$ cat src/rtl/riscv_pkg.sv
// Core-wide constants and types shared by the decode/execute datapath,
// including the default geometry of the integer register file.
package riscv_pkg;

  localparam int XLEN      = 32;
  localparam int REG_DEPTH = 32;
  localparam int REG_AW    = 5;

  typedef logic [REG_AW-1:0] reg_addr_t;

endpackage

$ cat src/rtl/register_file_reg_cell.sv
// One WIDTH-bit storage word with per-byte write strobes and asynchronous clear.
module reg_cell #(
  parameter int WIDTH = 32
) (
  input  logic               clk,
  input  logic               rst,
  input  logic               en,
  input  logic [WIDTH/8-1:0] strb,
  input  logic [WIDTH-1:0]   d,
  output logic [WIDTH-1:0]   q
);

  localparam int NB = WIDTH / 8;

  logic [WIDTH-1:0] word_q;
  logic [WIDTH-1:0] word_d;

  // Only strobed bytes take the new data; the rest hold their old value.
  always_comb begin
    word_d = word_q;
    if (en) begin
      for (int i = 0; i < NB; i++) begin
        if (strb[i]) begin
          word_d[8*i +: 8] = d[8*i +: 8];
        end
      end
    end
  end

  always_ff @(posedge clk or posedge rst) begin
    if (rst) begin
      word_q <= '0;
    end else begin
      word_q <= word_d;
    end
  end

  assign q = word_q;

endmodule

$ cat src/rtl/register_file.sv
// Integer register file: DEPTH byte-strobed words, one write port and NRD
// combinational read ports with optional hardwired zero entry and write bypass.
module register_file
  import riscv_pkg::*;
#(
  parameter  int WIDTH    = XLEN,
  parameter  int DEPTH    = REG_DEPTH,
  parameter  int NRD      = 2,
  parameter  bit ZERO_REG = 1'b1,
  parameter  bit BYPASS   = 1'b1,
  localparam int AW       = $clog2(DEPTH)
) (
  input  logic                 clk,
  input  logic                 rst,
  input  logic                 we,
  input  logic [AW-1:0]        waddr,
  input  logic [WIDTH-1:0]     wdata,
  input  logic [WIDTH/8-1:0]   wstrb,
  input  logic [NRD*AW-1:0]    raddr,
  output logic [NRD*WIDTH-1:0] rdata,
  output logic                 wr_ack
);

  localparam int NB = WIDTH / 8;

  logic [WIDTH-1:0] cellQ [DEPTH];
  logic [DEPTH-1:0] cellEn;
  logic             wrAck_q;

  // Entry 0 is never enabled when it is the hardwired zero register.
  for (genvar j = 0; j < DEPTH; j++) begin : g_cell
    assign cellEn[j] = we && (waddr == AW'(j)) && !(ZERO_REG && (j == 0));

    reg_cell #(.WIDTH(WIDTH)) u_cell (
      .clk  (clk),
      .rst  (rst),
      .en   (cellEn[j]),
      .strb (wstrb),
      .d    (wdata),
      .q    (cellQ[j])
    );
  end

  // Zero-register override wins over bypass, which wins over stored data.
  for (genvar k = 0; k < NRD; k++) begin : g_rd
    logic [AW-1:0]    rdAddr;
    logic [WIDTH-1:0] rdWord;

    assign rdAddr = raddr[k*AW +: AW];

    always_comb begin
      rdWord = cellQ[rdAddr];
      if (BYPASS && we && !rst && (rdAddr == waddr)) begin
        for (int i = 0; i < NB; i++) begin
          if (wstrb[i]) begin
            rdWord[8*i +: 8] = wdata[8*i +: 8];
          end
        end
      end
      if (ZERO_REG && (rdAddr == '0)) begin
        rdWord = '0;
      end
    end

    assign rdata[k*WIDTH +: WIDTH] = rdWord;
  end

  always_ff @(posedge clk or posedge rst) begin
    if (rst) begin
      wrAck_q <= 1'b0;
    end else begin
      wrAck_q <= we;
    end
  end

  assign wr_ack = wrAck_q;

endmodule

$ cat config.mk
export PLATFORM = sky130hd
export DESIGN_NAME = register_file
export DESIGN_NICKNAME = d
export VERILOG_FILES = /design/src/rtl/riscv_pkg.sv /design/src/rtl/register_file_reg_cell.sv /design/src/rtl/register_file.sv
export SDC_FILE = /design/constraint.sdc
export NUM_CORES = 2
export LEC_CHECK = 0
export CAP_MARGIN = 20
export CORE_MARGIN = 5
export CORE_UTILIZATION = 55
export CTS_CLUSTER_DIAMETER = 30
export DETAILED_ROUTE_END_ITERATION = 10
export PLACE_DENSITY = 0.72
export SLEW_MARGIN = 20
export SYNTH_ARGS = -nofsm -noshare
export SYNTH_HDL_FRONTEND = slang
export SYNTH_SLANG_ARGS = --single-unit
$ cat constraint.sdc
create_clock -name clk -period 46.5 [get_ports clk]
set_input_delay 4.65 -clock clk [delete_from_list [all_inputs] [get_ports clk]]
set_output_delay 4.65 -clock clk [all_outputs]
set_load 0.005 [all_outputs]
# --- Word level (Yosys, flattened, before mapping) ---
# Index checks and enable logic that the tools add are counted.
classes:
  mux: 18
  n_bitwise: 2
  n_eq_ne: 33
  magnitude_cmp: 2
  n_reduce_logical: 161
op_table:
  columns: ["cell", "n"]
  rows:
  - ["binary-select mux 32 bit (select 5 bit)", 2]
  - ["2-to-1 mux 32 bit", 8]
  - ["AND reduction 2 bit", 124]
  - ["equality test 5 bit (second input constant)", 16]
  - ["2-to-1 mux 8 bit", 8]
  - ["equality test 5 x 4 -> 1 bit (second input constant)", 8]
  - ["logical AND 1 bit", 34]
  - ["equality test 5 x 3 -> 1 bit (second input constant)", 4]
  - ["greater-or-equal comparator 6 bit (second input constant)", 2]
  - ["inverter 5 -> 6 bit", 2]
  - ["equality test 5 x 2 -> 1 bit (second input constant)", 2]
  - ["equality test 5 bit", 2]
  - ["logical NOT 5 bit", 2]
  - ["equality test 5 x 1 -> 1 bit (second input constant)", 1]
  - ["logical NOT 1 bit", 1]
word_totals:
  out_inout_bits: 65
  ff_bits: 993
  word_cells: 341
  input_bits: 54

# --- Depth between registers and ports, before layout ---
depth:
  word_depth: 7
  depth_mapped: 10
  ltp_nobuf: 5

# --- By module ---
# From an unflattened synthesis, not the netlist that was laid out.
unflattened:
  cells_unflattened: 3561
  hier_area_um2: 55608.3
modules_own_cells:
  columns: ["module", "seq_area_each_um2", "cells_per_inst", "instances", "area_each_um2"]
  rows:
  - ["reg_cell", 800.8, 69, 32, 1189.9]
  - ["register_file", 25.0, 1353, 1, 17531.8]

# --- Worst setup path before layout ---
# No wires, ideal clock.
synth_path:
  kind: "input-to-output"
  start: "input port raddr[5]"
  end: "output port rdata[63]"
  n_path_buf: 3
  path_slack_ns: 35.544
  stages: 7
  required_time_ns: 41.850
  arrival_time_ns: 6.306
  cell_sequence: "buf_2 -> buf_2 -> buf_2 -> mux4_2 -> a22oi_1 -> o211ai_1 -> a32o_1"
synth_via:
  elab_chain_len: 7
synth_lines:
  columns: ["item", "line", "text"]
  rows:
  - ["start: declaration", "register_file.sv:19", "input logic [NRD*AW-1:0] raddr,"]
  - ["inverter 5 -> 6 bit (implied by the code)", "register_file.sv:52", "rdWord = cellQ[rdAddr];"]
  - ["binary-select mux 32 bit (select 5 bit)", "register_file.sv:52", null]
  - ["2-to-1 mux 32 bit (implied by the code) (2 in series)", "register_file.sv:52", null]
  - ["2-to-1 mux 8 bit", "register_file.sv:55", "if (wstrb[i]) begin"]
  - ["2-to-1 mux 32 bit", "register_file.sv:53", "if (BYPASS && we && !rst && (rdAddr == waddr)) begin"]
  - ["2-to-1 mux 32 bit (*)", "register_file.sv:60", "if (ZERO_REG && (rdAddr == '0)) begin"]
  - ["end: declaration", "register_file.sv:20", "output logic [NRD*WIDTH-1:0] rdata,"]
# Every way passes the cells marked *; elsewhere a longest branch is shown, timed or not. The select of a mux whose other input is x is not followed.

# --- Worst setup path after layout ---
layout_path:
  start: "input port raddr[0]"
  end: "output port rdata[24]"
# Same word-level chain as after synthesis.

==> impl_metrics.env <==
export IMPL_rows=114
export IMPL_final_net_count=4051
export IMPL_yosysTopAreaCell="dfrtp_1"
export IMPL_worst_pin_slew_ns=1.246
export IMPL_postCtsHoldBufs=0
export IMPL_cp_end_kind="output pin"
export IMPL_skew_ns=0
export IMPL_tns_ns=0
export IMPL_syn_mean_instance_area_um2=13.74
export IMPL_fin_crit_sh_pct=29.51
export IMPL_drive_gt1_share_pct=45.47
export IMPL_io_pins=119
export IMPL_dpl_cell_count=5062
export IMPL_setup_viol=0
export IMPL_synthTopCellsByCount="1067 x mux2_2, 993 x dfrtp_1, 324 x mux4_2"
export IMPL_critical_path_arrival_ns=9.07
export IMPL_postCtsSetupRepairBufs=0
export IMPL_yosysUniqueCellTypes=55
export IMPL_r2r_end="g_cell[24].u_cell.q[28]"
export IMPL_slew_viol_final=0
export IMPL_fin_crit_ns=13.72
export IMPL_grt_pass1_wl_mm=256.6
export IMPL_clk_pin_slew_worst_paths_ns=0.05
export IMPL_cts_sinks=993
export IMPL_dp_hpwl_mm=103.0
export IMPL_layout_cells_non_filler=5454
export IMPL_synth_area_top_cells="dfrtp_1 46%, mux2_2 22%, mux4_2 14%"
export IMPL_ys_seq_elements=993
export IMPL_fmax_mhz=72.87
export IMPL_grt_pass1_vias=39750
export IMPL_fill_cells=6833
export IMPL_place_congestion=0.8808
export IMPL_port_buffers=118
export IMPL_slew_headroom_pct=14.79
export IMPL_grt_max_degree=174
export IMPL_finalWirelength_mm=171.3
export IMPL_htreeDepth=4
export IMPL_crit_family="buffers and inverters"
export IMPL_hold_path_class="register to register"
export IMPL_regToRegSetupSlack_ns=45.68
export IMPL_synth_async_reset_ratio_pct=100.0
export IMPL_synth_edf_count=0
export IMPL_grtUsageTotal_pct=33.04
export IMPL_path_buf_inv=4
export IMPL_cts_resized=0
export IMPL_cpMaxStageDelayCell="buf_4"
export IMPL_powerDensity_nw_per_um2=48.25
export IMPL_first_pass_iters=7
export IMPL_synthFlopType="dfrtp_1"
export IMPL_crit_type="input pin to output pin"
export IMPL_ant_nets=0
export IMPL_clockBufferDepth=3
export IMPL_crit_required_ns=41.85
export IMPL_status="completed"
export IMPL_cpMostUsedCell="buf_4"
export IMPL_area_growth_pct=18.07
export IMPL_whs_path_depth=2
export IMPL_min_delay_start="g_cell[23].u_cell.q[26]"
export IMPL_overflow=0
export IMPL_synth_area_um2=53750
export IMPL_die_area_um2=104100
export IMPL_cts_buffers=209
export IMPL_synth_cells=3911
export IMPL_p_leak_nw=28.57
export IMPL_yosysWarnings=0
export IMPL_synth_nets=3965
export IMPL_start_util_pct=55.49
export IMPL_die_width_um=322.6
export IMPL_path_cells="buf_8 > buf_4 > buf_4 > mux4_2 > a22o_1 > a211oi_1 > o31ai_1 > clkdlybuf4s50_1"
export IMPL_vias=38020
export IMPL_holdPathEnd="g_cell[23].u_cell.q[26]"
export IMPL_synth_most_common_cell="mux2_2"
export IMPL_core_um2=96850
export IMPL_antenna_found_initial=9
export IMPL_r2r_start="g_cell[24].u_cell.q[28]"
export IMPL_ys_seq_area_share_pct=46.23
export IMPL_die_h_um=322.6
export IMPL_clock_latency_ns=0.79
export IMPL_start_kind="input pin"
export IMPL_max_vdd_ir_drop_mv=0.03355
export IMPL_drc=0
export IMPL_cts_root_buf="clkbuf_16"
export IMPL_synth_top_cell_area_share_pct=46.23
export IMPL_drv_cap=0
export IMPL_r2r_worst_path_cells=1
export IMPL_first_iter_violations=4071
export IMPL_avgRoutedWirePerCell_um=31.42
export IMPL_grt_setup_unrepaired="no"
export IMPL_worstPathMaxFanout=54
export IMPL_max_stage_delay_ns=0.85
export IMPL_via_per_inst=6.970
export IMPL_finalHoldViolCount=0
export IMPL_cts_tree="built"
-- kinds of logic after synthesis --
logic type                share of synthesized area, %
and+or+nand+nor                                  3.683
DFF                                              46.23
muxes                                            40.38
buffers and inverters                            2.863
AOI/OAI and AO/OA                                6.672
xor gates and xnor gates                        0.1630
-- final cells by class --
cell class / count / area [µm²] / area share, %
multi-input cells: 2575 / 27430 / 43.23
flip-flops and latches: 993 / 24850 / 39.16
clock buffers: 266 / 5828 / 9.184
repair buffers: 207 / 1927 / 3.036
clock inverters: 124 / 1770 / 2.790
well taps: 1276 / 1597 / 2.516
inverters: 11 / 48.80 / 0.07690
diodes: 2 / 5.005 / 0.007887
-- sequential cells by signal, indices dropped and copies added, names as in the netlist --
signal and flops:
g_cell.u_cell.q 992, wr_ack 1
-- power breakdown --
group / leakage [nW] / total, mW / internal (mW) / switching (mW)
Clock: 3.68 / 1.59 / 1.08 / 0.511
Combinational: 11.7 / 0.403 / 0.221 / 0.183
Sequential: 13.2 / 1.07 / 0.982 / 0.0855
Total: 28.6 / 3.06 / 2.28 / 0.779
-- cell usage in the layout, fill, tap and decap left out, drive strengths merged, types with 26 or more instances in the layout --
master	synthesis	routed
bufinv	0	35
a22o	26	26
o22ai	77	77
clkbuf	201	266
nor2	102	102
a211oi	31	31
a221oi	31	31
o21ai	34	34
mux4	324	324
buf	131	99
inv	10	34
a32o	32	32
clkinv	1	45
nand2	253	253
o221ai	30	30
a21oi	40	40
mux2	1067	1067
dfrtp	993	993
clkdlybuf4s50	0	108
a22oi	64	64
mux2i	239	239
-- worst min-delay path, delay by kind of cell, from the launching register on --
family	cells	cell delay, ns
and+or+nand+nor	1	0.05
AOI/OAI and AO/OA	1	0.06
DFF	1	0.35
-- metal layers --
layer	global-route usage, %	share of wire [%]	vias to the layer above
met2	50.33	45	2105
met5	0	0.036	-
met3	10.12	10	605
met1	42.90	38	19880
met4	17.67	6.1	10
li1	-	-	15420
-- metrics by stage --
step / power (mW) / worst slack (ns) / hold WS (ns) / utilization (%) / area [µm²]
after floorplan: 1.353 / 13.91 / 0.4610 / - / 53750
after global placement: 1.456 / 32.79 / 0.4756 / 57.66 / 55850
after detailed placement: 1.474 / 32.92 / 0.4943 / 57.67 / 55850
after CTS: 3.065 / 32.92 / 0.5042 / 65.52 / 63450
after global routing: 3.158 / 32.56 / 0.5312 / 65.52 / 63450
final: 3.062 / 32.78 / 0.5010 / 65.52 / 63460
-- worst max-delay path by stage --
stage,slack [ns],endpoint,startpoint,depth (start not counted)
2_1_floorplan,13.91,g_cell[10].u_cell.q[0],rst,1
3_3_place_gp,32.79,rdata[24],raddr[0],8
3_5_place_dp,32.92,rdata[24],raddr[0],8
4_1_cts,32.92,rdata[24],raddr[0],8
5_1_grt,32.56,rdata[24],raddr[0],8
6_report,32.78,rdata[24],raddr[0],8
No activity file was read; power rests on OpenSTA's default activity.
